[config.mk]
export PLATFORM = sky130hd
export DESIGN_NAME = shape_point_sequencer
export DESIGN_NICKNAME = d
export VERILOG_FILES = /design/src/rtl/shape_point_sequencer.sv
export SDC_FILE = /design/constraint.sdc
export NUM_CORES = 1
export LEC_CHECK = 0
export CELL_PAD_IN_SITES_DETAIL_PLACEMENT = 1
export CELL_PAD_IN_SITES_GLOBAL_PLACEMENT = 1
export CORE_ASPECT_RATIO = 0.7
export CORE_MARGIN = 4
export CORE_UTILIZATION = 32
export DETAILED_ROUTE_END_ITERATION = 8
export PLACE_DENSITY = 0.71
export SKIP_LAST_GASP = 1
export SYNTH_ARGS = -nofsm -noshare
export SYNTH_HDL_FRONTEND = slang
export SYNTH_SLANG_ARGS = --single-unit
[constraint.sdc]
create_clock -name clk -period 1.9 [get_ports clk]
set_input_delay 0.38 -clock clk [delete_from_list [all_inputs] [get_ports clk]]
set_output_delay 0.38 -clock clk [all_outputs]
set_load 0.01 [all_outputs]
[src/rtl/shape_point_sequencer.sv]
// Shape point sequencer: accepts one shape instruction (three vertices plus a
// shape code), derives the fourth vertex of a parallelogram with clamping to
// the grid, then streams the vertices one per cycle under valid/ready flow
// control. Returning to idle after the last vertex costs one cycle.

`timescale 1ns/1ps

module shape_point_sequencer #(
  parameter int unsigned WIDTH  = 4,
  parameter int unsigned HEIGHT = 3,
  parameter int unsigned CNT_W  = 8
) (
  input  logic                  clk,
  input  logic                  rst_n,
  // Instruction side
  input  logic                  in_valid,
  output logic                  in_ready,
  input  logic [1:0]            in_shape,
  input  logic [3*WIDTH-1:0]    in_x,
  input  logic [3*HEIGHT-1:0]   in_y,
  // Vertex stream
  output logic                  pt_valid,
  input  logic                  pt_ready,
  output logic [WIDTH-1:0]      pt_x,
  output logic [HEIGHT-1:0]     pt_y,
  output logic [1:0]            pt_idx,
  output logic                  pt_last,
  output logic                  pt_clip,
  // Status
  output logic                  err_shape,
  output logic [CNT_W-1:0]      shape_cnt
);

  localparam logic [1:0] ShapeTri  = 2'd0;
  localparam logic [1:0] ShapePara = 2'd1;

  typedef enum logic [0:0] {StIdle, StEmit} state_e;

  state_e state_q;

  // Vertex store, entry 0 = P1 ... entry 3 = P4
  logic [3:0][WIDTH-1:0]  vx_q;
  logic [3:0][HEIGHT-1:0] vy_q;
  logic                   para_q;
  logic                   clip4_q;

  // P4 derivation
  logic [WIDTH+1:0]  x4_raw;
  logic [HEIGHT+1:0] y4_raw;
  logic [WIDTH-1:0]  x4;
  logic [HEIGHT-1:0] y4;
  logic              x4_clip;
  logic              y4_clip;

  // Sequencing helpers
  logic [1:0] idx_nxt;
  logic       last_nxt;
  logic       shape_ok;

  // P4 = P1 + P3 - P2 at two extra bits; the top bit flags a negative result
  // and the next bit flags overflow past the grid edge.
  always_comb begin
    x4_raw = {2'b00, in_x[WIDTH-1:0]} + {2'b00, in_x[3*WIDTH-1:2*WIDTH]}
           - {2'b00, in_x[2*WIDTH-1:WIDTH]};
    y4_raw = {2'b00, in_y[HEIGHT-1:0]} + {2'b00, in_y[3*HEIGHT-1:2*HEIGHT]}
           - {2'b00, in_y[2*HEIGHT-1:HEIGHT]};

    x4_clip = x4_raw[WIDTH+1] | x4_raw[WIDTH];
    if (x4_raw[WIDTH+1]) begin
      x4 = '0;
    end else if (x4_raw[WIDTH]) begin
      x4 = '1;
    end else begin
      x4 = x4_raw[WIDTH-1:0];
    end

    y4_clip = y4_raw[HEIGHT+1] | y4_raw[HEIGHT];
    if (y4_raw[HEIGHT+1]) begin
      y4 = '0;
    end else if (y4_raw[HEIGHT]) begin
      y4 = '1;
    end else begin
      y4 = y4_raw[HEIGHT-1:0];
    end
  end

  // Next vertex selection while emitting
  always_comb begin
    idx_nxt  = pt_idx + 2'd1;
    last_nxt = para_q ? (idx_nxt == 2'd3) : (idx_nxt == 2'd2);
    shape_ok = (in_shape == ShapeTri) || (in_shape == ShapePara);
  end

  // Control FSM with registered outputs
  always_ff @(posedge clk or negedge rst_n) begin
    if (!rst_n) begin
      state_q   <= StIdle;
      in_ready  <= 1'b1;
      pt_valid  <= 1'b0;
      pt_x      <= '0;
      pt_y      <= '0;
      pt_idx    <= 2'd0;
      pt_last   <= 1'b0;
      pt_clip   <= 1'b0;
      err_shape <= 1'b0;
      shape_cnt <= '0;
      vx_q      <= '0;
      vy_q      <= '0;
      para_q    <= 1'b0;
      clip4_q   <= 1'b0;
    end else begin
      err_shape <= 1'b0;
      unique case (state_q)
        StIdle: begin
          if (in_valid) begin
            if (shape_ok) begin
              vx_q     <= {x4, in_x};
              vy_q     <= {y4, in_y};
              para_q   <= (in_shape == ShapePara);
              clip4_q  <= x4_clip | y4_clip;
              state_q  <= StEmit;
              in_ready <= 1'b0;
              pt_valid <= 1'b1;
              pt_x     <= in_x[WIDTH-1:0];
              pt_y     <= in_y[HEIGHT-1:0];
              pt_idx   <= 2'd0;
              pt_last  <= 1'b0;
              pt_clip  <= 1'b0;
            end else begin
              // Reserved code: consume the instruction and flag it, emit nothing
              err_shape <= 1'b1;
            end
          end
        end
        StEmit: begin
          if (pt_ready) begin
            if (pt_last) begin
              shape_cnt <= shape_cnt + 1'b1;
              state_q   <= StIdle;
              in_ready  <= 1'b1;
              pt_valid  <= 1'b0;
              pt_x      <= '0;
              pt_y      <= '0;
              pt_idx    <= 2'd0;
              pt_last   <= 1'b0;
              pt_clip   <= 1'b0;
            end else begin
              pt_idx  <= idx_nxt;
              pt_x    <= vx_q[idx_nxt];
              pt_y    <= vy_q[idx_nxt];
              pt_last <= last_nxt;
              pt_clip <= (idx_nxt == 2'd3) && clip4_q;
            end
          end
        end
        default: state_q <= StIdle;
      endcase
    end
  end

  // A stalled vertex must hold still until it is taken
  a_stall_stable: assert property (@(posedge clk) disable iff (!rst_n)
    pt_valid && !pt_ready |=> pt_valid && $stable(pt_x) && $stable(pt_y) &&
                             $stable(pt_idx) && $stable(pt_last) && $stable(pt_clip));

  // Acceptance never overlaps emission
  a_ready_excl: assert property (@(posedge clk) disable iff (!rst_n)
    !(in_ready && pt_valid));

endmodule

==> results of run 1 <==
[flip-flops by register name (all words and copies together) (netlist names)]
name and flops:
clip4_q 1, err_shape 1, in_ready 1, para_q 1, pt_clip 1, pt_idx 2
pt_last 1, pt_valid 1, pt_x 4, pt_y 3, shape_cnt 8, state_q 1
vx_q 16, vy_q 12
[worst max-delay path: cells and delay by family]
family / cells / cell delay (ps)
AOI/OAI and AO/OA: 1 / 290
adders and majority gates: 2 / 840
buffers and inverters: 1 / 100
and+or+nand+nor: 3 / 820
[worst min path at each step]
stage | from | to | cells past startpoint
floorplan | rst_n | clip4_q | 0
global placement | rst_n | para_q | 2
detailed placement | rst_n | shape_cnt[7] | 2
CTS | rst_n | pt_x[1] | 2
global route | rst_n | para_q | 2
finish | rst_n | pt_idx[1] | 2
[layer usage]
layer	vias up	global-route usage, %
met2	34	30.10
met5	-	0
li1	1140	-
met1	1167	22.16
met3	7	3.032
met4	0	3.891
[timing repair]
item | 4_1_cts | 5_1_grt
endpoints found under the setup margin | 8 | 10
pin swaps | 26 | 18
gates resized for setup | 110 | 34
buffers inserted | 38 | 6
cloned | 0 | 0
[cell usage after synthesis (2+ instances only)]
library cell,count,area share (%)
fa_1,7,5.1
o31ai_1,2,0.54
mux4_2,7,5.7
dfrtp_1,52,47
a21oi_1,10,1.8
nor2_1,5,0.68
nand3_1,8,1.5
ha_1,12,5.4
xor2_1,4,1.3
nor3_1,7,1.3
xnor2_1,5,1.6
nor2b_1,7,1.6
or3b_1,2,0.64
and3b_1,2,0.64
buf_2,3,0.54
inv_1,14,1.9
o21ai_0,26,4.7
clkbuf_1,8,1.1
nand2_1,62,8.4
nand2b_1,2,0.45
mux2_2,6,2.5
a21boi_1,2,0.54
a211oi_1,3,0.82
[layout make-up]
class	instances	area (um2)
Clock inverter	1	30.03
Tap cell	105	131.4
Multi-Input combinational cell	189	1634
Fill cell	913	4095
Timing Repair Buffer	118	989.7
Sequential cell	53	1328
Clock buffer	7	142.6
Inverter	14	57.56
[where the power goes]
part / switching (uW) / total, uW / internal [uW]
clock network: 407 / 1070 / 659
logic: 1170 / 2480 / 1310
registers: 322 / 1900 / 1570
total: 1900 / 5440 / 3540
[cell families (layout without fill, tap and decap cells)]
family / Yosys count / after routing / share of synthesized area [%]
adders and majority gates: 19 / 19 / 10.53
muxes: 14 / 14 / 8.534
DFF: 53 / 53 / 48.16
buffers and inverters: 26 / 140 / 3.677
xor gates and xnor gates: 9 / 9 / 2.860
AOI/OAI and AO/OA: 47 / 47 / 9.623
and+or+nand+nor: 100 / 100 / 16.61
[metrics by stage]
stage / area [um2] / util, %
5_1_grt: 4313 / 51.29
6_report: 4313 / 51.29
4_1_cts: 4218 / 50.16
2_1_floorplan: 2800 / -
3_3_place_gp: 3607 / 42.90
3_5_place_dp: 3607 / 42.90
==> results.json, run 1 <==
{
  "status": "finished, violations left",
  "violations": "setup timing",
  "cpPeakStageDelay_ps": 530,
  "maxSlewViolCount": 0,
  "crit_required_ps": 2070,
  "grt_util_all_layers_pct": 17.08,
  "gp_congestion": 0.7587,
  "endpoint_kind": "register",
  "synth_seq_cells": 53,
  "min_path_type": "in2async",
  "syn_inst": 268,
  "holdWs_ps": 73.44,
  "cts_tree": "built",
  "ff2ff_setup_slack_ps": 160,
  "start_util_pct": 32.78,
  "top_layer": "met4",
  "period_needed_ps": 2255,
  "rsz0062_at_grt": "yes",
  "cts.clk_slew.worst_paths_ps": 70,
  "ys.flop_type": "dfrtp_1",
  "grt_pass1_wl_mm": 13.80,
  "worst-path-max-fanout": 3,
  "final_common_cell": "buf_4",
  "syn_to_final_growth_pct": 56.47,
  "ys_seq_area_share_pct": 48.16,
  "grt_pass1_vias": 2695,
  "nNetsFinal": 427,
  "met1_length_mm": 3.855,
  "dp_slack_ps": -1039,
  "die_w_um": 118.9,
  "wl_per_cell_um": 17.32,
  "final_layout_size_suffix_gt1_share_pct": 42.15,
  "setup_tns_ps": -1386,
  "rr_startpoint": "pt_idx[1]",
  "p_total_uw": 5444,
  "routed_via_density": 4.821,
  "synth_cell_types": 35,
  "skew_ps": 7.152,
  "p_per_area_nw_per_um2": 1262,
  "min_period_over_period_pct": 118.7,
  "grt_max_degree": 54,
  "fmax_mhz": 443.5,
  "yosysWarnings": 0,
  "htree_levels": 2,
  "rows": 28,
  "holdBufCountCts": 0,
  "met3_wirelength_um": 215,
  "r2r_cells": 4,
  "cts_made_buffers": 5,
  "start_kind": "input port",
  "setup_viol": 9,
  "overflow": 0,
  "coreArea_um2": 8408,
  "slew-limit-headroom_pct": 71.70,
  "critPathKind": "in2reg",
  "synth_edf_count": 0,
  "crit_chain": "buf_8, fa_1, ha_4, nand3_4, and3b_2, or4_4, o32a_1",
  "die_y_um": 85.65,
  "boundaryPins": 49,
  "final_antenna_net_count": 0,
  "ir_drop_mv": 0.5308,
  "met2_wirelength_mm": 4.281,
  "startpoint": "in_y[2]",
  "hpwl_mm": 5.614,
  "synth.avg_cell_area_um2": 10.29,
  "setup_ws_ps": -354.7,
  "clk_path_buf_depth": 2,
  "mostFrequentLayoutCells": "64 x buf_4, 62 x nand2_1, 52 x dfrtp_1",
  "dieArea_um2": 10190,
  "dp_cells": 440,
  "diodes": 0,
  "async_flop_share_pct": 100.0,
  "vias": 2348,
  "cts-root-buf": "clkbuf_16",
  "synth.cell_area_um2": 2756,
  "tightest_slew_ps": 424.5,
  "portBuffers": 48,
  "stdcell_count": 487,
  "crit_path_end": "clip4_q",
  "synth_nets": 314,
  "drt_wl_total_mm": 8.435,
  "firstDrtPassIters": 4,
  "drt_iter0_drc": 70,
  "cap_violations": 0,
  "finalHoldViolCount": 0,
  "worstSkewPairLatency_ps": 290,
  "antenna_found_initial": 0,
  "cts.sinks": 53,
  "crit_slowest_cell": "or4_4",
  "leakagePower_uw": 0.001967,
  "arrival_ps": 2430,
  "drc": 0,
  "timing.rr.end": "pt_y[0]"
}
Note: power is estimated with default switching activity, not from simulation.
==> run 2: changes to the inputs <==
--- a/config.mk
+++ b/config.mk
@@ -9,9 +9,9 @@
 export CELL_PAD_IN_SITES_GLOBAL_PLACEMENT = 1
 export CORE_ASPECT_RATIO = 0.7
 export CORE_MARGIN = 4
-export CORE_UTILIZATION = 32
+export CORE_UTILIZATION = 37
 export DETAILED_ROUTE_END_ITERATION = 8
-export PLACE_DENSITY = 0.71
+export PLACE_DENSITY = 0.8
 export SKIP_LAST_GASP = 1
 export SYNTH_ARGS = -nofsm -noshare
 export SYNTH_HDL_FRONTEND = slang
==> results.json, run 2 (synthesis gave the netlist of run 1 again) <==
{
  "status": "finished, violations left",
  "violations": "setup timing",
  "worst-path-max-fanout": 2,
  "final_common_cell": "nand2_1",
  "largestRegisters": "vx_q x16, vy_q x12, shape_cnt x8",
  "setup_ws_ps": -358.2,
  "crit_slowest_cell": "fa_2",
  "start_kind": "input port",
  "dp_cells": 434,
  "drt_iter0_drc": 127,
  "routed_via_density": 5.275,
  "die_w_um": 111.2,
  "largest_reg_flops": 16,
  "crit_required_ps": 2110,
  "grt_util_all_layers_pct": 21.58,
  "worstSkewPairLatency_ps": 310,
  "hpwl_mm": 5.650,
  "grt_pass1_wl_mm": 14.74,
  "syn_to_final_growth_pct": 48.75,
  "min_path_type": "in2async",
  "start_util_pct": 38.00,
  "holdBufCountCts": 0,
  "boundaryPins": 49,
  "dieArea_um2": 8917,
  "skew_ps": 4.745,
  "nNetsFinal": 416,
  "gp_congestion": 0.8040,
  "diodes": 0,
  "die_y_um": 80.22,
  "overflow": 0,
  "portBuffers": 48,
  "crit_chain": "buf_6, inv_4, fa_2, ha_1, a211oi_4, or3b_4, a21o_1, o32a_1",
  "cts.sinks": 53,
  "drc": 0,
  "cts_tree": "built",
  "coreArea_um2": 7254,
  "endpoint_kind": "register",
  "stdcell_count": 469,
  "rows": 26,
  "clk_path_buf_depth": 2,
  "firstDrtPassIters": 4,
  "cap_violations": 0,
  "fin_area_um2": 4100,
  "drt_wl_total_mm": 9.608,
  "maxSlewViolCount": 0,
  "finalHoldViolCount": 0,
  "slew-limit-headroom_pct": 75.81,
  "ir_drop_mv": 0.5349,
  "cts.clk_slew.worst_paths_ps": 100,
  "nFillCells": 806,
  "p_total_uw": 5135,
  "final_antenna_net_count": 0,
  "dp_slack_ps": -1028,
  "htree_levels": 2,
  "placed_cell_area_um2": 3606,
  "arrival_ps": 2470,
  "p_per_area_nw_per_um2": 1252,
  "grt_max_degree": 54,
  "cts_made_buffers": 5,
  "antenna_found_initial": 0,
  "tightest_slew_ps": 359.1,
  "cpPeakStageDelay_ps": 460,
  "largest_register": "vx_q",
  "final_layout_size_suffix_gt1_share_pct": 39.62,
  "leakagePower_uw": 0.001879,
  "min_period_over_period_pct": 118.9,
  "vias": 2474,
  "critPathKind": "in2reg",
  "wl_per_cell_um": 20.49,
  "setup_viol": 9,
  "rsz0062_at_grt": "yes",
  "cts-root-buf": "clkbuf_8",
  "period_needed_ps": 2258,
  "mostFrequentLayoutCells": "62 x nand2_1, 54 x buf_4, 51 x dfrtp_1",
  "fmax_mhz": 442.8,
  "grt_pass1_vias": 2809
}
## run 2: timing repair
item,4_1_cts,5_1_grt
setup buffers,29,3
resized for setup,113,31
pin swaps,30,13
cloned,0,0
endpoints found under the setup margin,8,12
## run 2: final timing paths
check | start | depth (start not counted) | slack [ps] | end
worst max-delay path | in_x[5] | 8 | -360 | clip4_q
worst min register to register | shape_cnt[7] | 1 | 480 | shape_cnt[7]
min in group clk | in_y[7] | 3 | 260 | vy_q[7]
max in group asynchronous | rst_n | 2 | 1570 | in_ready
worst min-delay path | rst_n | 2 | 30 | vx_q[1]
worst max register to register | pt_idx[1] | 4 | 140 | pt_y[0]
## run 2: per-layer routing
layer / vias to the layer above / share of wire (%) / global-route usage (%)
met1: 1276 / 42 / 24.93
met3: 23 / 3.5 / 4.593
li1: 1108 / - / -
met5: - / 0 / 0
met2: 67 / 51 / 37.85
met4: 0 / 3.3 / 11.91
## run 2: per-stage QoR
step / hold WS (ps) / setup TNS, ps / utilization [%]
detailed placement: 399.2 / -7644 / 49.71
global placement: 398.2 / -6722 / 49.71
CTS: 51.05 / -1078 / 55.17
finish: 28.49 / -1587 / 56.52
global route: 51.53 / -1944 / 56.52
floorplan: 84.41 / -1253 / -
## run 2: power by group
group,internal [uW],switching [uW]
logic,1290,1250
registers,1570,355
clock network,261,408
## run 2: area by class of cell
class | count | area [um2] | share of cell area [%]
Multi-Input combinational cell | 189 | 1578 | 38.48
Sequential cell | 53 | 1329 | 32.41
Timing Repair Buffer | 107 | 928.4 | 22.64
Tap cell | 98 | 122.6 | 2.991
Clock buffer | 6 | 72.57 | 1.770
Inverter | 14 | 55.05 | 1.343
Clock inverter | 2 | 15.01 | 0.3662
## run 2: critical path, delay by kind of cell
| kind | cells | cell delay [ps] |
|---|---|---|
| compound gates | 3 | 680 |
| buf+inv | 2 | 150 |
| simple gates | 1 | 400 |
| fa+ha+maj | 2 | 840 |
==> run 3: changes to the inputs <==
--- a/config.mk
+++ b/config.mk
@@ -12,7 +12,6 @@
 export CORE_UTILIZATION = 37
 export DETAILED_ROUTE_END_ITERATION = 8
 export PLACE_DENSITY = 0.8
-export SKIP_LAST_GASP = 1
 export SYNTH_ARGS = -nofsm -noshare
 export SYNTH_HDL_FRONTEND = slang
 export SYNTH_SLANG_ARGS = --single-unit
==> results.json, run 3 (synthesis gave the netlist of run 1 again) <==
{
  "setup_viol": 6,
  "die_y_um": 80.22,
  "worst-path-max-fanout": 2,
  "dp_cells": 434,
  "coreArea_um2": 7254,
  "rows": 26,
  "status": "finished, violations left",
  "cts_made_buffers": 5,
  "gp_congestion": 0.8040,
  "maxSlewViolCount": 0,
  "drc": 0,
  "final_antenna_net_count": 0,
  "tightest_slew_ps": 376.3,
  "drt_iter0_drc": 123,
  "grt_max_degree": 54,
  "die_w_um": 111.2,
  "nFillCells": 802,
  "start_kind": "input port",
  "antenna_found_initial": 0,
  "rsz0062_at_grt": "yes",
  "holdWs_ps": 47.17,
  "min_path_type": "in2async",
  "path_buf_inv": 1,
  "boundaryPins": 49,
  "p_per_area_nw_per_um2": 1243,
  "timing.rr.end": "pt_y[0]",
  "dieArea_um2": 8917,
  "final_common_cell": "nand2_1",
  "portBuffers": 48,
  "critPathKind": "in2reg",
  "cts.clk_slew.worst_paths_ps": 100,
  "overflow": 0,
  "crit_required_ps": 2100,
  "ir_drop_mv": 0.4846,
  "crit_top_cell": "fa_2",
  "final_layout_size_suffix_gt1_share_pct": 40.43,
  "setup_ws_ps": -354.4,
  "period_needed_ps": 2254,
  "cpPeakStageDelay_ps": 610,
  "setup_tns_ps": -1258,
  "finalHoldViolCount": 0,
  "cts.sinks": 53,
  "fmax_mhz": 443.6,
  "wl_per_cell_um": 20.36,
  "htree_levels": 2,
  "slew-limit-headroom_pct": 74.92,
  "r2r_cells": 4,
  "violations": "setup timing",
  "largest_register": "vx_q",
  "arrival_ps": 2460,
  "holdBufCountCts": 0,
  "ff2ff_setup_slack_ps": 140,
  "stdcell_count": 469,
  "diodes": 0,
  "cts_tree": "built",
  "cap_violations": 0,
  "worstSkewPairLatency_ps": 310,
  "leakagePower_uw": 0.001893,
  "routed_via_density": 5.220,
  "p_total_uw": 5148,
  "skew_ps": 4.074,
  "nNetsFinal": 416,
  "clk_path_buf_depth": 2,
  "crit_chain": "buf_8, fa_2, fa_2, nand3_4, and3b_4, or4_4, o32a_1",
  "vias": 2448,
  "largestRegisters": "vx_q x16, vy_q x12, shape_cnt x8",
  "largest_reg_flops": 16,
  "endpoint_kind": "register",
  "rr_startpoint": "pt_idx[1]",
  "syn_to_final_growth_pct": 50.25,
  "drt_wl_total_mm": 9.547,
  "cts-root-buf": "clkbuf_8",
  "cpLargestDelayFamily": "adder cells",
  "start_util_pct": 38.00,
  "grt_pass1_wl_mm": 14.74,
  "mostFrequentLayoutCells": "62 x nand2_1, 51 x dfrtp_1, 47 x buf_4",
  "crit_slowest_cell": "fa_2",
  "grt_util_all_layers_pct": 21.58,
  "grt_pass1_vias": 2809,
  "hpwl_mm": 5.650,
  "firstDrtPassIters": 4,
  "min_period_over_period_pct": 118.7,
  "path_depth": 7
}
## run 3: changes by cell type in the layout (fill, tap and decap cells not counted)
| cell | delta |
|---|---|
| clkdlybuf4s15_2 | -1 |
| inv_2 | -1 |
| nor3_1 | -1 |
| buf_4 | -7 |
| o21ai_1 | -2 |
| inv_4 | +1 |
| o21ai_2 | +2 |
| nor3_2 | +1 |
| buf_6 | +8 |
## run 3: layout make-up
class                           count  area, um2  share of cell area (%)
Tap cell                           98      122.6                   2.961
Multi-Input combinational cell    189       1590                   38.40
Timing Repair Buffer              107      954.7                   23.05
Inverter                           14      57.56                   1.390
Clock inverter                      2      15.01                  0.3625
Clock buffer                        6      72.57                   1.752
Sequential cell                    53       1329                   32.08
## run 3: through the flow
step                      util (%)  instance area, um2  setup WS (ps)
after floorplan                  -                2800         -444.2
after global placement       49.71                3606         -943.2
after detailed placement     49.71                3606          -1028
after CTS                    55.17                4003         -350.4
after global routing         57.09                4141         -370.6
final                        57.09                4141         -354.4
## run 3: worst max-delay path by stage
stage / start / end
2_1_floorplan: in_x[2] / clip4_q
3_3_place_gp: in_y[5] / clip4_q
3_5_place_dp: in_y[4] / clip4_q
4_1_cts: in_y[1] / clip4_q
5_1_grt: in_x[1] / clip4_q
6_report: in_x[1] / clip4_q
## run 3: layer usage
metal | vias up | GRT usage [%] | wire length [um]
met2 | 76 | 37.85 | 4766
li1 | 1107 | - | -
met5 | - | 0 | 0
met4 | 0 | 11.91 | 356
met1 | 1232 | 24.93 | 4047
met3 | 33 | 4.593 | 377
## run 3: repair_timing
action	4_1_cts	5_1_grt
hold endpoints to repair	0	0
resized for setup	114	43
buffers inserted	29	3
pin swaps	31	13
cloned	0	0
endpoints found under the setup margin	8	12
## run 3: power breakdown
group          switching (uW)  internal, uW  total, uW  leakage (uW)
clock                     388           261        649     0.0000374
combinational            1270          1300       2570       0.00118
sequential                357          1570       1930      0.000672
